[src/rtl/cmd_frame_decoder_pkg.sv]
// cmd_frame_decoder_pkg
// Shared definitions for the command-frame decoder: FSM state encoding,
// default sync marker, broadcast address and payload-length limits.
package cmd_frame_decoder_pkg;

    typedef enum logic [1:0] {
        HUNT  = 2'd0,
        ADDR  = 2'd1,
        DATA  = 2'd2,
        CHECK = 2'd3
    } state_t;

    localparam logic [7:0]  DEFAULT_SYNC_BYTE = 8'hA5;
    localparam logic [7:0]  BROADCAST_ID      = 8'hFF;
    localparam int unsigned MAX_PAYLOAD_LEN   = 16;
    localparam int unsigned INDEX_W           = 4;

    // Address accepted when it is ours or the broadcast address.
    function automatic logic id_match(input logic [7:0] id, input logic [7:0] own);
        return (id == own) || (id == BROADCAST_ID);
    endfunction

endpackage

[src/rtl/cmd_frame_decoder_if.sv]
// cmd_frame_decoder_if
// Bundles the UART-side byte stream and the decoded-command outputs.
//   rx_data[7:0]      received byte (master -> decoder)
//   rx_done           byte-done level (master -> decoder)
//   payload           last good payload, byte 0 in bits [7:0]
//   frame_valid       one-cycle pulse, payload just updated
//   chk_err           one-cycle pulse, checksum mismatch
//   timeout_err       one-cycle pulse, inter-byte timeout
//   good_count[7:0]   good-frame counter, wraps
interface cmd_frame_decoder_if #(
    parameter int unsigned PAYLOAD_LEN = 6
);
    logic [7:0]               rx_data;
    logic                     rx_done;
    logic [8*PAYLOAD_LEN-1:0] payload;
    logic                     frame_valid;
    logic                     chk_err;
    logic                     timeout_err;
    logic [7:0]               good_count;

    modport master (
        output rx_data, rx_done,
        input  payload, frame_valid, chk_err, timeout_err, good_count
    );

    modport slave (
        input  rx_data, rx_done,
        output payload, frame_valid, chk_err, timeout_err, good_count
    );
endinterface

[src/rtl/cmd_frame_decoder_byte_strobe_edge.sv]
// byte_strobe_edge
// Turns the receiver's byte-done level into a single-cycle strobe on its
// rising edge.
//   clk, rst_n   clock, asynchronous active-low reset
//   rx_done      byte-done level from the UART receiver
//   strobe       high for the first cycle rx_done is high
module byte_strobe_edge (
    input  logic clk,
    input  logic rst_n,
    input  logic rx_done,
    output logic strobe
);
    logic rx_done_q;

    // Cleared in reset, so a level already high at release counts as an edge.
    always_ff @(posedge clk or negedge rst_n) begin
        if (!rst_n) rx_done_q <= 1'b0;
        else        rx_done_q <= rx_done;
    end

    assign strobe = rx_done & ~rx_done_q;
endmodule

[src/rtl/cmd_frame_decoder.sv]
// cmd_frame_decoder
// Decodes frames of SYNC, ID, PAYLOAD_LEN data bytes, CHK (XOR of ID and
// data) from the UART byte stream; publishes checked payloads only.
// Optional feature macro: CMD_FRAME_TIMEOUT_EN (inter-byte timeout).
//   clk, rst_n   clock, asynchronous active-low reset
//   bus          cmd_frame_decoder_if.slave (rx_data/rx_done in,
//                payload/frame_valid/chk_err/timeout_err/good_count out)
module cmd_frame_decoder
    import cmd_frame_decoder_pkg::*;
#(
    parameter logic [7:0]  SYNC_BYTE      = DEFAULT_SYNC_BYTE,
    parameter logic [7:0]  ROBOT_ID       = 8'h03,
    parameter int unsigned PAYLOAD_LEN    = 6,
    parameter int unsigned TIMEOUT_CYCLES = 8000
) (
    input logic                 clk,
    input logic                 rst_n,
    cmd_frame_decoder_if.slave  bus
);
    localparam logic [INDEX_W-1:0] LAST_IDX = INDEX_W'(PAYLOAD_LEN - 1);

    if (PAYLOAD_LEN < 1 || PAYLOAD_LEN > MAX_PAYLOAD_LEN || TIMEOUT_CYCLES < 2) begin : g_bad_cfg
        $error("cmd_frame_decoder: unsupported PAYLOAD_LEN or TIMEOUT_CYCLES");
    end

    state_t                   state;
    logic                     strobe;
    logic [INDEX_W-1:0]       idx;
    logic [7:0]               xor_q;
    logic [8*PAYLOAD_LEN-1:0] shadow;
    logic [8*PAYLOAD_LEN-1:0] payload_q;
    logic                     frame_valid_q;
    logic                     chk_err_q;
    logic [7:0]               good_count_q;

`ifdef CMD_FRAME_TIMEOUT_EN
    localparam int unsigned       TIMER_W    = $clog2(TIMEOUT_CYCLES);
    localparam logic [TIMER_W-1:0] TIMER_LAST = TIMER_W'(TIMEOUT_CYCLES - 1);
    logic [TIMER_W-1:0] timer;
    logic               timeout_err_q;
`endif

    byte_strobe_edge u_edge (
        .clk     (clk),
        .rst_n   (rst_n),
        .rx_done (bus.rx_done),
        .strobe  (strobe)
    );

    always_ff @(posedge clk or negedge rst_n) begin
        if (!rst_n) begin
            state         <= HUNT;
            idx           <= '0;
            xor_q         <= '0;
            shadow        <= '0;
            payload_q     <= '0;
            frame_valid_q <= 1'b0;
            chk_err_q     <= 1'b0;
            good_count_q  <= '0;
`ifdef CMD_FRAME_TIMEOUT_EN
            timer         <= '0;
            timeout_err_q <= 1'b0;
`endif
        end else begin
            frame_valid_q <= 1'b0;
            chk_err_q     <= 1'b0;
            if (strobe) begin
                case (state)
                    HUNT: if (bus.rx_data == SYNC_BYTE) state <= ADDR;
                    ADDR: begin
                        if (id_match(bus.rx_data, ROBOT_ID)) begin
                            state <= DATA;
                            xor_q <= bus.rx_data;
                            idx   <= '0;
                        end else begin
                            state <= HUNT;
                        end
                    end
                    DATA: begin
                        shadow[8*idx +: 8] <= bus.rx_data;
                        xor_q <= xor_q ^ bus.rx_data;
                        if (idx == LAST_IDX) state <= CHECK;
                        else                 idx   <= idx + 1'b1;
                    end
                    CHECK: begin
                        if (bus.rx_data == xor_q) begin
                            payload_q     <= shadow;
                            frame_valid_q <= 1'b1;
                            good_count_q  <= good_count_q + 1'b1;
                        end else begin
                            chk_err_q     <= 1'b1;
                        end
                        state <= HUNT;
                    end
                    default: state <= HUNT;
                endcase
            end
`ifdef CMD_FRAME_TIMEOUT_EN
            // A strobe in the expiry cycle wins: timer only expires when idle.
            timeout_err_q <= 1'b0;
            if (strobe || state == HUNT) begin
                timer <= '0;
            end else if (timer == TIMER_LAST) begin
                timer         <= '0;
                state         <= HUNT;
                timeout_err_q <= 1'b1;
            end else begin
                timer <= timer + 1'b1;
            end
`endif
        end
    end

    assign bus.payload     = payload_q;
    assign bus.frame_valid = frame_valid_q;
    assign bus.chk_err     = chk_err_q;
    assign bus.good_count  = good_count_q;
`ifdef CMD_FRAME_TIMEOUT_EN
    assign bus.timeout_err = timeout_err_q;
`else
    assign bus.timeout_err = 1'b0;
`endif

endmodule
[src/flat_wrapper.sv]
// flat-port wrapper written by rule: the top's interface ports become plain ports
module cmd_frame_decoder_flat import cmd_frame_decoder_pkg::*;
#(
    parameter logic [7:0]  SYNC_BYTE      = DEFAULT_SYNC_BYTE,
    parameter logic [7:0]  ROBOT_ID       = 8'h03,
    parameter int unsigned PAYLOAD_LEN    = 6,
    parameter int unsigned TIMEOUT_CYCLES = 8000
)
  (clk, rst_n, bus_rx_data, bus_rx_done, bus_payload, bus_frame_valid, bus_chk_err, bus_timeout_err, bus_good_count);
  cmd_frame_decoder_if #(.PAYLOAD_LEN(PAYLOAD_LEN)) bus_i ();
  input logic clk;
  input logic rst_n;
  input wire logic [$bits(bus_i.rx_data)-1:0] bus_rx_data;
  input wire logic [$bits(bus_i.rx_done)-1:0] bus_rx_done;
  output wire logic [$bits(bus_i.payload)-1:0] bus_payload;
  output wire logic [$bits(bus_i.frame_valid)-1:0] bus_frame_valid;
  output wire logic [$bits(bus_i.chk_err)-1:0] bus_chk_err;
  output wire logic [$bits(bus_i.timeout_err)-1:0] bus_timeout_err;
  output wire logic [$bits(bus_i.good_count)-1:0] bus_good_count;
  assign bus_i.rx_data = bus_rx_data;
  assign bus_i.rx_done = bus_rx_done;
  assign bus_payload = bus_i.payload;
  assign bus_frame_valid = bus_i.frame_valid;
  assign bus_chk_err = bus_i.chk_err;
  assign bus_timeout_err = bus_i.timeout_err;
  assign bus_good_count = bus_i.good_count;
  cmd_frame_decoder #(.SYNC_BYTE(SYNC_BYTE), .ROBOT_ID(ROBOT_ID), .PAYLOAD_LEN(PAYLOAD_LEN), .TIMEOUT_CYCLES(TIMEOUT_CYCLES)) u_core (.clk(clk), .rst_n(rst_n), .bus(bus_i));
endmodule
[config.mk]
export PLATFORM = sky130hd
export DESIGN_NAME = cmd_frame_decoder_flat
export DESIGN_NICKNAME = d
export VERILOG_FILES = /design/src/rtl/cmd_frame_decoder_pkg.sv /design/src/rtl/cmd_frame_decoder_if.sv /design/src/rtl/cmd_frame_decoder_byte_strobe_edge.sv /design/src/rtl/cmd_frame_decoder.sv /design/src/flat_wrapper.sv
export SDC_FILE = /design/constraint.sdc
export NUM_CORES = 1
export LEC_CHECK = 0
export CORE_MARGIN = 10
export CORE_UTILIZATION = 59
export CTS_CLUSTER_DIAMETER = 50
export CTS_CLUSTER_SIZE = 10
export DETAILED_ROUTE_END_ITERATION = 10
export PLACE_DENSITY = 0.85
export SLEW_MARGIN = 20
export SYNTH_ARGS = -nofsm -noshare
export SYNTH_HDL_FRONTEND = slang
export SYNTH_SLANG_ARGS = --single-unit
[constraint.sdc]
create_clock -name clk -period 3.8 [get_ports clk]
set_input_delay 0.57 -clock clk [delete_from_list [all_inputs] [get_ports clk]]
set_output_delay 0.57 -clock clk [all_outputs]
set_load 0.01 [all_outputs]
==> impl_results.md <==
- Critical-path maximum fanout: 30
- Post-CTS Setup Inserts: 0
- Min Hold Slack: 0.09687 ns
- Hold crit path type: primary input to async pin
- WL per Instance: 19.75 microns
- Clk Latency, worst-skew pair: 0.52 ns
- Row count: 34
- ANT nets after route: 0
- Worst Skew: 0.01336 ns
- Layout cell share with drive strength beyond 1: 16.94%
- Period minus WS final: 2.777 ns
- Hold-fix buffers, CTS: 0
- Top_reg_cell synth: dfrtp_1
- Final WS setup: 1.023 ns
- Final hold viol count: 0
- Worst Setup Path Type: primary input to flop
- Fmax: 360.1 MHz
- Psw: 1.128 mW
- Post_cts resized: 0
- Worst path buffer plus inverter count: 2
- Crit-path max cell delay: 0.71 ns
- Clk pwr share: 43.6%
- Number of flops mapped to enable cells by yosys: 0
- First DRT Iteration DRCs: 395
- Nets: 553
- Pre-CTS WS: 0.5991 ns
- Post-synthesis cell type count: 47
- Vias in the first global route: 4119
- Most common cell after layout, fill and taps aside: dfrtp_1
- Initial cell density of the core: 60.36%
- Chip height: 114.5 microns
- DRC errors left: 0
- Finished Cell Area: 6611 sq um
- Seq pwr share: 38.9%
- Final cycle utilization of the critical path: 73.07%
- Total inserted antenna cells: 0
- Max-cap viol count: 0
- Sequential fraction of the synthesis area: 57.52%
- Clock Sink Count: 121
- Syn_area_per_cell: 11.27 sq um
- Worst vdd ir: 0.0003844 V
- Critical-path top delay cell: clkdlybuf4s50_1
- Synth-to-Final Area Change: 25.60%
- IO buf count: 68
- Mapped Nets: 490
- Rel. slew slack: 49.23%
- Gate power share: 17.5%
- Worst EP required: 4.19 ns
- Grt total ovfl: 0
- Yosys Warn Count: 0
- CTS root buffer: clkbuf_8
- Routed WL: 12.86 mm
- Clock transition at path regs: 0.06 ns
- Status: complete, no violations
- Core Util, Final: 75.81%
- Worst-path cell chain: clkdlybuf4s50_1 -> xor2_1 -> nor4_1 -> and4b_2 -> buf_4 -> mux2_2
- Die Area: 13100 sq um
- Largest net degree at the start of global routing: 82
- First drt pass iteration count: 5
- Delay-heaviest family, CP: buffers and inverters
- Most frequent cells in the layout: dfrtp_1, nand2_1, clkdlybuf4s50_1
- PwrDens: 592.5 nW/um^2
- Finish-stage setup viols: 0
- Synthesized instance count: 467
- Leakage power: 2.938 nW
- Slew at the pin closest to its max-slew limit: 0.7558 ns
- Initial antenna violation count: 0
- H-tree Lvls: 4
- DIE WIDTH: 114.5 microns
- Via count: 3935
- First-pass GRT wire length: 21.40 mm
- Worst EP arrival: 3.17 ns
- Unrepaired setup endpoints after global routing: no
- Final HPWL DP: 8.264 mm
- Core area: 8721 sq um
- Synth async-reset ratio: 100.0%
- CTS tree: yes
- Placer Congestion: 0.8795
- Cts bufs inserted: 17
- TNS Setup: 0 ns
- Yosys reg bits: 121
- Total GRT Usage: 20.34%
- Mapped Area: 5264 sq um
- Cell Int Power: 2.789 mW
- Vias per cell: 6.045
- Clock tree buffer depth: 2
- Max-slew violations: 0
- Cell Area, Placed: 5967 sq um
- Type of origin of the critical path: primary input
- Sw Share: 28.80%
- # IOs: 70
- Critical Path End Type: flop
==> through the flow <==
stage	cells	power, mW
final	651	3.917
after global routing	651	4.069
after CTS	651	3.898
after detailed placement	619	2.175
after global placement	619	2.136
after floorplan	467	1.993
==> logic make-up after synthesis <==
logic type / after synthesis / synth area share [%]
AOI/OAI and AO/OA: 78 / 9.270
DFF: 121 / 57.52
other: 1 / 0.07124
xor gates and xnor gates: 14 / 2.329
adders and majority gates: 12 / 2.852
muxes: 50 / 10.67
buffers and inverters: 36 / 3.637
and+or+nand+nor: 155 / 13.64
==> metal layers <==
metal | routed length [microns] | vias to the layer above | track usage [%] | part of all wire (%)
met2 | 6710 | 165 | 35.15 | 52
li1 | - | 1743 | - | -
met3 | 911 | 43 | 5.084 | 7.1
met4 | 295 | 0 | 8.104 | 2.3
met5 | 0 | - | 0 | 0
met1 | 4939 | 1984 | 23.59 | 38
==> synth_stat cells, drive strengths merged (2+ instances only) <==
| library cell | count | area (sq um) |
|---|---|---|
| o31ai | 2 | 20.02 |
| o21ai | 52 | 260.3 |
| nand2b | 2 | 12.51 |
| nor3 | 7 | 51.30 |
| nand2 | 98 | 367.9 |
| nand3 | 12 | 65.06 |
| o41ai | 3 | 26.28 |
| buf | 19 | 127.6 |
| a32o | 6 | 60.06 |
| nor2b | 9 | 56.30 |
| ha | 12 | 150.1 |
| a31oi | 5 | 31.28 |
| dfrtp | 121 | 3028 |
| nand4 | 5 | 31.28 |
| nor2 | 8 | 30.03 |
| o2111ai | 2 | 23.77 |
| xor2 | 8 | 70.07 |
| and3 | 4 | 25.02 |
| nand3b | 2 | 15.01 |
| o211ai | 2 | 15.01 |
| xnor2 | 6 | 52.55 |
| clkbuf | 11 | 41.29 |
| inv | 6 | 22.52 |
| mux2 | 49 | 551.8 |
| nor4 | 2 | 12.51 |
==> worst register-to-register path: stages (launching register included) <==
cell	delay (ns)
dfrtp_1	0.50
inv_1	0.16
ha_1	0.21
or3b_1	0.51
nor3_4	0.36
o2111ai_2	0.45
nand2_1	0.20
o21ai_0	0.14
==> final timing paths <==
check	from	to	slack [ns]	depth (start not counted)
max in group asynchronous	rst_n	u_core.shadow[38]	3.03	2
min	rst_n	u_core.bus.payload[29]	0.1	1
min in group clk	u_core.bus.good_count[7]	u_core.bus.good_count[7]	0.47	1
min reg2reg	u_core.bus.good_count[7]	u_core.bus.good_count[7]	0.47	1
max reg2reg	u_core.idx[1]	u_core.shadow[0]	1.11	7
max	bus_rx_data[4]	u_core.bus.payload[20]	1.02	6
==> sequential cells by signal, summed over array words and instances (netlist names), named ones only <==
register / flops
u_core.bus.payload: 48
u_core.bus.good_count: 8
u_core.bus.chk_err: 1
u_core.state: 1
u_core.shadow: 48
u_core.bus.frame_valid: 1
u_core.u_edge.rx_done_q: 1
u_core.idx: 4
u_core.xor_q: 8
==> power groups by stage <==
stage	clock network, mW	logic, mW	registers, mW
final	1.71	0.685	1.52
after global routing	1.78	0.751	1.54
after CTS	1.72	0.664	1.52
after detailed placement	0	0.640	1.54
after global placement	0	0.615	1.52
after floorplan	0	0.498	1.49
==> area by class of cell <==
cell class,instances,area (sq um)
Multi-Input combinational cell,310,2052
Clock buffer,21,439.2
Tap cell,108,135.1
Fill cell,506,2110
Timing Repair Buffer,74,739.5
Inverter,6,22.52
Clock inverter,11,195.2
Sequential cell,121,3028
Note: power is estimated with default switching activity, not from simulation.
